$ cat src/rtl/mips_uart_port.sv
// Memory-mapped UART for the MIPS MEM-stage data bus: TX FIFO plus 8N1 transmitter,
// with an optional receiver compiled in when UART_RX_EN is defined.
module mips_uart_port #(
    parameter int BAUD_DIV   = 434,
    parameter int FIFO_DEPTH = 8
) (
    input  logic        clk,
    input  logic        reset,
    input  logic [3:0]  Address,
    input  logic        MemWrite,
    input  logic        MemRead,
    input  logic [31:0] WriteData,
    output logic [31:0] ReadData,
    output logic        tx,
    input  logic        rx
);

    localparam int PTR_W = $clog2(FIFO_DEPTH);
    localparam int CNT_W = $clog2(BAUD_DIV);
    localparam logic [CNT_W-1:0] BAUD_LAST  = CNT_W'(BAUD_DIV - 1);
    localparam logic [PTR_W:0]   FIFO_LIMIT = (PTR_W + 1)'(FIFO_DEPTH);

    localparam logic [1:0] REG_TXDATA = 2'd0;
    localparam logic [1:0] REG_STATUS = 2'd1;
    localparam logic [1:0] REG_RXDATA = 2'd2;

    typedef enum logic [1:0] {TX_IDLE, TX_START, TX_DATA, TX_STOP} TxState;

    logic [1:0]       regSel;
    logic [7:0]       fifoMem [FIFO_DEPTH];
    logic [PTR_W-1:0] wrPtr;
    logic [PTR_W-1:0] rdPtr;
    logic [PTR_W:0]   fifoCount;
    logic             txFull;
    logic             txEmpty;
    logic             fifoPush;
    logic             fifoPop;

    TxState           txState;
    TxState           txStateNext;
    logic [CNT_W-1:0] txBaudCnt;
    logic [2:0]       txBitIdx;
    logic [7:0]       txShift;
    logic             txBaudDone;
    logic             txBusy;

    logic             rxValid;
    logic             rxOverrun;
    logic             rxFrameErr;
    logic [7:0]       rxByte;

    logic             unusedBits;

    assign regSel     = Address[3:2];
    assign unusedBits = ^{Address[1:0], WriteData[31:8]};

    assign txFull   = (fifoCount == FIFO_LIMIT);
    assign txEmpty  = (fifoCount == '0);
    assign fifoPush = MemWrite && (regSel == REG_TXDATA) && !txFull;

    // Storage carries no reset; the flush on reset comes from clearing pointers and count.
    always_ff @(posedge clk) begin
        if (fifoPush)
            fifoMem[wrPtr] <= WriteData[7:0];
    end

    always_ff @(posedge clk or posedge reset) begin
        if (reset) begin
            wrPtr     <= '0;
            rdPtr     <= '0;
            fifoCount <= '0;
        end else begin
            if (fifoPush)
                wrPtr <= wrPtr + 1'b1;
            if (fifoPop)
                rdPtr <= rdPtr + 1'b1;
            case ({fifoPush, fifoPop})
                2'b10:   fifoCount <= fifoCount + 1'b1;
                2'b01:   fifoCount <= fifoCount - 1'b1;
                default: fifoCount <= fifoCount;
            endcase
        end
    end

    assign txBaudDone = (txBaudCnt == BAUD_LAST);
    assign txBusy     = (txState != TX_IDLE);

    always_ff @(posedge clk or posedge reset) begin
        if (reset)
            txState <= TX_IDLE;
        else
            txState <= txStateNext;
    end

    // STOP chains straight into START when another byte is waiting, so bursts have no idle gap.
    always_comb begin
        txStateNext = txState;
        fifoPop     = 1'b0;
        tx          = 1'b1;
        case (txState)
            TX_IDLE: begin
                if (!txEmpty) begin
                    fifoPop     = 1'b1;
                    txStateNext = TX_START;
                end
            end
            TX_START: begin
                tx = 1'b0;
                if (txBaudDone)
                    txStateNext = TX_DATA;
            end
            TX_DATA: begin
                tx = txShift[0];
                if (txBaudDone && (txBitIdx == 3'd7))
                    txStateNext = TX_STOP;
            end
            TX_STOP: begin
                if (txBaudDone) begin
                    if (!txEmpty) begin
                        fifoPop     = 1'b1;
                        txStateNext = TX_START;
                    end else begin
                        txStateNext = TX_IDLE;
                    end
                end
            end
            default: txStateNext = TX_IDLE;
        endcase
    end

    always_ff @(posedge clk or posedge reset) begin
        if (reset) begin
            txBaudCnt <= '0;
            txBitIdx  <= '0;
            txShift   <= '0;
        end else begin
            if ((txState == TX_IDLE) || txBaudDone)
                txBaudCnt <= '0;
            else
                txBaudCnt <= txBaudCnt + 1'b1;

            if (txState != TX_DATA)
                txBitIdx <= '0;
            else if (txBaudDone)
                txBitIdx <= txBitIdx + 3'd1;

            if (fifoPop)
                txShift <= fifoMem[rdPtr];
            else if ((txState == TX_DATA) && txBaudDone)
                txShift <= {1'b0, txShift[7:1]};
        end
    end

`ifdef UART_RX_EN
    localparam logic [CNT_W-1:0] HALF_LAST = CNT_W'(BAUD_DIV / 2 - 1);

    typedef enum logic [1:0] {RX_IDLE, RX_START, RX_DATA, RX_STOP} RxState;

    RxState           rxState;
    RxState           rxStateNext;
    logic             rxMeta;
    logic             rxSync;
    logic             rxPrev;
    logic [CNT_W-1:0] rxBaudCnt;
    logic [2:0]       rxBitIdx;
    logic [7:0]       rxShift;
    logic             rxSampleBit;
    logic             rxDone;
    logic             rxStopBad;
    logic             rxDataRead;
    logic             statusRead;

    assign rxDataRead = MemRead && (regSel == REG_RXDATA);
    assign statusRead = MemRead && (regSel == REG_STATUS);

    // rxPrev lets IDLE act on a genuine high-to-low transition rather than a line held low.
    always_ff @(posedge clk or posedge reset) begin
        if (reset) begin
            rxMeta <= 1'b1;
            rxSync <= 1'b1;
            rxPrev <= 1'b1;
        end else begin
            rxMeta <= rx;
            rxSync <= rxMeta;
            rxPrev <= rxSync;
        end
    end

    always_ff @(posedge clk or posedge reset) begin
        if (reset)
            rxState <= RX_IDLE;
        else
            rxState <= rxStateNext;
    end

    always_comb begin
        rxStateNext = rxState;
        rxSampleBit = 1'b0;
        rxDone      = 1'b0;
        rxStopBad   = 1'b0;
        case (rxState)
            RX_IDLE: begin
                if (rxPrev && !rxSync)
                    rxStateNext = RX_START;
            end
            RX_START: begin
                if (rxBaudCnt == HALF_LAST)
                    rxStateNext = rxSync ? RX_IDLE : RX_DATA;
            end
            RX_DATA: begin
                if (rxBaudCnt == BAUD_LAST) begin
                    rxSampleBit = 1'b1;
                    if (rxBitIdx == 3'd7)
                        rxStateNext = RX_STOP;
                end
            end
            RX_STOP: begin
                if (rxBaudCnt == BAUD_LAST) begin
                    rxStateNext = RX_IDLE;
                    rxDone      = rxSync;
                    rxStopBad   = !rxSync;
                end
            end
            default: rxStateNext = RX_IDLE;
        endcase
    end

    always_ff @(posedge clk or posedge reset) begin
        if (reset) begin
            rxBaudCnt <= '0;
            rxBitIdx  <= '0;
            rxShift   <= '0;
        end else begin
            if ((rxState == RX_IDLE) || (rxStateNext != rxState) || (rxBaudCnt == BAUD_LAST))
                rxBaudCnt <= '0;
            else
                rxBaudCnt <= rxBaudCnt + 1'b1;

            if (rxState != RX_DATA)
                rxBitIdx <= '0;
            else if (rxSampleBit)
                rxBitIdx <= rxBitIdx + 3'd1;

            if (rxSampleBit)
                rxShift <= {rxSync, rxShift[7:1]};
        end
    end

    // A completing byte beats a same-edge RXDATA read, and set events beat STATUS-read clears.
    always_ff @(posedge clk or posedge reset) begin
        if (reset) begin
            rxByte     <= '0;
            rxValid    <= 1'b0;
            rxOverrun  <= 1'b0;
            rxFrameErr <= 1'b0;
        end else begin
            if (rxDone && (!rxValid || rxDataRead)) begin
                rxByte  <= rxShift;
                rxValid <= 1'b1;
            end else if (rxDataRead) begin
                rxValid <= 1'b0;
            end

            if (rxDone && rxValid && !rxDataRead)
                rxOverrun <= 1'b1;
            else if (statusRead)
                rxOverrun <= 1'b0;

            if (rxStopBad)
                rxFrameErr <= 1'b1;
            else if (statusRead)
                rxFrameErr <= 1'b0;
        end
    end
`else
    logic unusedRx;

    assign unusedRx   = ^{rx, MemRead};
    assign rxByte     = 8'h00;
    assign rxValid    = 1'b0;
    assign rxOverrun  = 1'b0;
    assign rxFrameErr = 1'b0;
`endif

    always_comb begin
        ReadData = '0;
        case (regSel)
            REG_STATUS: ReadData = {26'b0, rxFrameErr, txBusy, rxOverrun, rxValid, txEmpty, txFull};
            REG_RXDATA: ReadData = {24'b0, rxByte};
            default:    ReadData = '0;
        endcase
    end

endmodule

$ cat config.mk
export PLATFORM = sky130hd
export DESIGN_NAME = mips_uart_port
export DESIGN_NICKNAME = d
export VERILOG_FILES = /design/src/rtl/mips_uart_port.sv
export SDC_FILE = /design/constraint.sdc
export NUM_CORES = 1
export LEC_CHECK = 0
export BUFFER_PORTS_ARGS = -buffer_cell sky130_fd_sc_hd__buf_2
export CORE_MARGIN = 4
export CORE_UTILIZATION = 56
export DETAILED_ROUTE_END_ITERATION = 10
export PLACE_DENSITY_LB_ADDON = 0.12
export SLEW_MARGIN = 40
export SYNTH_ARGS = -nofsm -noshare
export SYNTH_HDL_FRONTEND = slang
export SYNTH_SLANG_ARGS = --single-unit
$ cat constraint.sdc
create_clock -name clk -period 3.3 [get_ports clk]
set_input_delay 0.495 -clock clk [delete_from_list [all_inputs] [get_ports clk]]
set_output_delay 0.495 -clock clk [all_outputs]
set_load 0.02 [all_outputs]
[Word-level counts from Yosys, hierarchy flattened]
Memories as Yosys holds them, arrays and structs flattened.
Cells that the tools add are included.
Widths: inputs -> output; s select.
Storage, ports and cells
  register bits after elaboration: 32
  bits in latches: 0
  RAM bits: 64
  bits in read-only memories: 0
  input port bits: 41
  output and inout port bits: 33
  word-level logic and storage cells: 61
  memories kept: 1
Memory list
  fifoMem: depth 8, bits a word 8, read ports 1, clocked after memory_dff 0, wr ports 1, RTL line 30  | logic [7:0] fifoMem [FIFO_DEPTH];
Cells by class
  add/sub/neg operators: 6
  multipliers: 0
  divide/modulo/power cells: 0
  $lt $le $gt $ge: 0
  eq/ne operators: 14
  shifts and indexed selects: 0
  mux-type cells: 19
  bitwise operators: 0
  reduce and logical (&&, ||, !) cells: 14
Operator list (count)
  $mux 8: 2
  $ne 2x2->1 const B: 5
  $add 3x1->3 const B: 3
  $add 9x1->9 const B: 1
  $eq 9x9->1 const B: 1
  $mux 9: 1
  $mux 2: 4
  $pmux 2 s4: 1
  $pmux 4 s2: 1
  $reduce_bool 2->1: 4
  $eq 2x1->1 const B: 3
  $eq 2x2->1 const B: 3
  $mux 3: 2
  $mux 1: 5
  $mux 5: 1
  $add 4x1->4 const B: 1
  $eq 4x4->1 const B: 1
  $logic_and 1x1->1: 4
  $logic_not 2->1: 2
  $logic_not 4->1: 1
  $pmux 1 s2: 2
  $reduce_and 4->1: 1
  $sub 4x1->4 const B: 1
  $eq 3x3->1 const B: 1
  other kinds (2): 2

[Longest topological paths before layout]
  depth in word-level cells: 6
  mapped depth: 14
  depth with buffers taken out: 12

[Worst setup path after synthesis]
OpenSTA, ideal clock, no wires.
  path type: reg2reg
  start: register txBaudCnt[0]
  end: register fifoCount[2]
  library setup time: 130 ps
  arrival: 2415 ps
  required time: 3170 ps
  path slack: 755 ps
  stages on the path, launching flop included: 14
  buffers on the path: 2
  period minus slack after synthesis: 2545 ps
  path through: dfrtp_1 > ha_1 > and4b_1 > buf_4 > a31oi_4 > nor3_2 > buf_6 > ha_1 > xor2_1 > ha_1 > a21oi_1 > xor2_1 > nor2_1 > xor2_1
On the way
  longest elaborated chain between the ends: 5
  elaborated cells between the ends (all ways): 7
  those cells by class: eq/ne (3); mux (3); reduce/logical (1)
Ends and longest elaborated chain
  start: declaration: RTL line 41  | logic [CNT_W-1:0] txBaudCnt;
  start signal: assignment: RTL line 140  | txBaudCnt <= txBaudCnt + 1'b1;
  $eq 9x9->1 (*): RTL line 85  | assign txBaudDone = (txBaudCnt == BAUD_LAST);
  $mux 1 (*): RTL line 118  | if (txBaudDone) begin
  $pmux 1 s2 (*): RTL line 100  | case (txState)
  $eq 2x1->1 / $eq 2x2->1 (equally long branches): RTL line 77  | case ({fifoPush, fifoPop})
  $pmux 4 s2 / $reduce_bool 2->1 (equally long branches)
  end signal: assignment: RTL line 78  | 2'b10: fifoCount <= fifoCount + 1'b1;
  end signal: assignment: RTL line 79  | 2'b01: fifoCount <= fifoCount - 1'b1;
  end signal: assignment: RTL line 80  | default: fifoCount <= fifoCount;
  end: declaration: RTL line 33  | logic [PTR_W:0] fifoCount;
Mark *: on every way between the ends. The rest lies on a longest branch, timed or not.
A chain may end at the register's enable or synchronous reset.

[Worst setup path after layout]
  start: register fifoCount[1]
  end: register fifoCount[2]
On the way
  longest elaborated chain between the ends: 6
  elaborated cells between the ends (all ways): 13
  those cells by class: add/sub (2); eq/ne (3); mux (4); reduce/logical (4)
Ends and longest elaborated chain
  $logic_not 4->1: RTL line 58  | assign txEmpty = (fifoCount == '0);
  $mux 1: RTL line 102, 119
  $mux 1: RTL line 118
  $pmux 1 s2: RTL line 100
  $eq 2x1->1 / $eq 2x2->1 (equally long branches): RTL line 77
  $pmux 4 s2 / $reduce_bool 2->1 (equally long branches)
Several ways; a longest one is shown, not always the timed one.

==> results.md <==
* Routability Congestion at 0.752
* Layout cells sized above 1 at 22.9%
* Unrepaired setup endpoints after global routing: no
* Startpoint Class: register
* Global-route wire length before repair at 11600 um
* Leakage at 1.87 nW
* CTS buffer count at 9
* Seq/Total Area, Yosys at 60.4%
* CTS sink cnt at 96
* Initial antenna violation count at 0
* Routed vias/inst at 5.23
* Root Buffer: clkbuf_8
* Commonest non-fill, non-tap cells in the layout: 64 x edfxtp_1, 32 x dfrtp_1, 29 x conb_1
* Die Ht at 97.7 um
* Area Growth Syn to Fin at 6.35%
* DR WL/cell at 16.4 um
* Warnings, synthesis at 0
* Via count at 2268
* GRT Total Usage at 15.7%
* Bufs on Longest Clock Path at 2
* Ys async rst share at 33.3%
* Max-Cap Viols at 0
* Slew @ Worst Pin at 0.784 ns
* Finished Layout Cells at 434
* Rows at 32
* Multi-input logic area at 1580 um^2
* 1st-iter DRT viols at 106
* Syn Std Cell Area at 4510 um^2
* Final min period at 2.61 ns
* Critical Path End Type: register
* Maximum clock frequency at 383 MHz
* Setup TNS at 0 ns
* Hold-fix buffers, CTS at 0
* Final hold slack at 0.205 ns
* Postcts setup bufs at 0
* Routed Antenna Nets at 0
* N_diodes at 0
* Final nets at 381
* Unique masters post-synth at 46
* Drt pass-1 iters at 4
* Most used flip-flop cell after synthesis: edfxtp_1
* Post-CTS resize count at 0
* Worst min path class: in -> async
* Crit share post-route at 79.2%
* Gr ovfl total at 0
* Critical path arrival at 2.85 ns
* Final Skew at 0.0156 ns
* Drt total wl at 7140 um
* Number of synthesized register bits at 96
* Number of global-route vias before repair at 2245
* Die width at 97.7 um
* Status: finished, final reports clean
* Synth Instances at 302
* WP data required at 3.54 ns
* Die Area at 9550 um^2
* Core area at 7770 um^2
* CTS tree: built
* Syn_area_per_cell at 14.9 um^2
* Initial Util at 58.1%
* Filler cells at 588
* Final number of setup-violating endpoints at 0
* Clock slew at reported path FFs at 0.09 ns
* Dpl cells at 418
* PortBufs at 16
* Worst-skew pair later-pin latency at 0.36 ns
* Final HPWL DP at 4870 um
* Commonest non-fill, non-tap cell in the layout: edfxtp_1
* CTS H-Tree Depth at 3
* Final slew viol count at 0
* Ports at 74
* WS Path Type: reg -> reg
* Largest net degree at the start of global routing at 33
* DRC violations left at 0
* Max VDD drop at 0.366 mV
* Worst-path maximum fanout at 8
* Storage element area at 2720 um^2
* Hold Vio Cnt, Final at 0
* Worst rel slew slack at 47.7%
* EDFF count, synth at 64
* Pwr per Cell Area at 751 nW/um^2
[flip-flops by register name, summed over array words and instances (netlist names)]
register / cells
rdPtr: 3
txBaudCnt: 9
wrPtr: 3
txState: 2
fifoMem: 64
txShift: 8
fifoCount: 4
txBitIdx: 3
[layout make-up]
type                    instances  share of cell area (%)
well taps                     102                    2.66
flip-flops and latches         96                    56.8
multi-input cells             186                    32.9
repair buffers                 25                    3.08
inverters                       9                   0.704
clock buffers                   9                    2.58
clock inverters                 7                    1.33
[power breakdown]
part | switching [mW] | internal [mW] | total [mW]
Clock | 0.435 | 0.290 | 0.724
Combinational | 0.585 | 0.600 | 1.19
Sequential | 0.228 | 1.46 | 1.69
[Yosys cell counts (3+ instances only)]
library cell	number	area share [%]
xor2_1	6	1.2
edfxtp_1	64	43
ha_1	13	3.6
nand2_1	15	1.2
a21oi_1	4	0.44
dfrtp_1	32	18
nand2b_1	5	0.69
nand3_1	5	0.55
xnor2_1	8	1.6
mux4_2	16	8.0
nor3_1	4	0.44
mux2i_1	23	5.1
inv_1	8	0.67
buf_4	32	5.3
nor2_1	26	2.2
buf_6	3	0.75
mux2_2	3	0.75
[path summary, 6_finish.rpt]
| path | start | end | slack [ns] | depth (start not counted) |
|---|---|---|---|---|
| worst max register to register | fifoCount[1] | fifoCount[2] | 0.69 | 10 |
| worst min-delay path | reset | fifoCount[2] | 0.20 | 3 |
| min in group clk | WriteData[4] | fifoMem[2][4] | 0.38 | 1 |
| worst min register to register | txBaudCnt[0] | txBaudCnt[0] | 0.53 | 1 |
| max in group asynchronous | reset | wrPtr[1] | 2.79 | 3 |
| worst max-delay path | fifoCount[1] | fifoCount[2] | 0.69 | 10 |
[worst max-delay path: stages, from the launching register on]
cell	delay [ns]
dfrtp_1	0.49
or4b_1	0.61
and3_4	0.23
inv_2	0.09
ha_1	0.29
xor2_1	0.11
ha_1	0.19
a21oi_1	0.14
xor2_1	0.16
nor2_1	0.06
xor2_1	0.14
[kinds of logic (layout without fill, tap and decap cells)]
family	Yosys count	after routing	share of synthesized area, %
compound gates	16	16	3.14
buf+inv	48	50	7.21
xor+xnor	15	15	3.08
other cells	1	29	0.0832
mux	42	42	13.8
fa+ha+maj	13	13	3.61
flops	96	96	60.4
simple gates	71	71	8.66
[per-layer routing]
layer | global-route usage, % | share of wire [%] | vias up
met3 | 3.71 | 4.0 | 8
met1 | 21.1 | 44 | 1123
met4 | 4.15 | 0.95 | 0
met5 | 0 | 0 | -
li1 | - | - | 1092
met2 | 25.9 | 51 | 45
[per-stage QoR]
step	utilization [%]	worst slack [ns]	instance area, um^2	power [mW]
detailed placement	59.2	0.699	4600	2.92
finish	61.7	0.687	4800	3.60
global placement	59.2	0.722	4600	2.88
CTS	61.6	0.673	4790	3.64
global route	61.7	0.484	4800	3.84
floorplan	-	0.755	4610	2.71
Note: power is estimated with default switching activity, not from simulation.
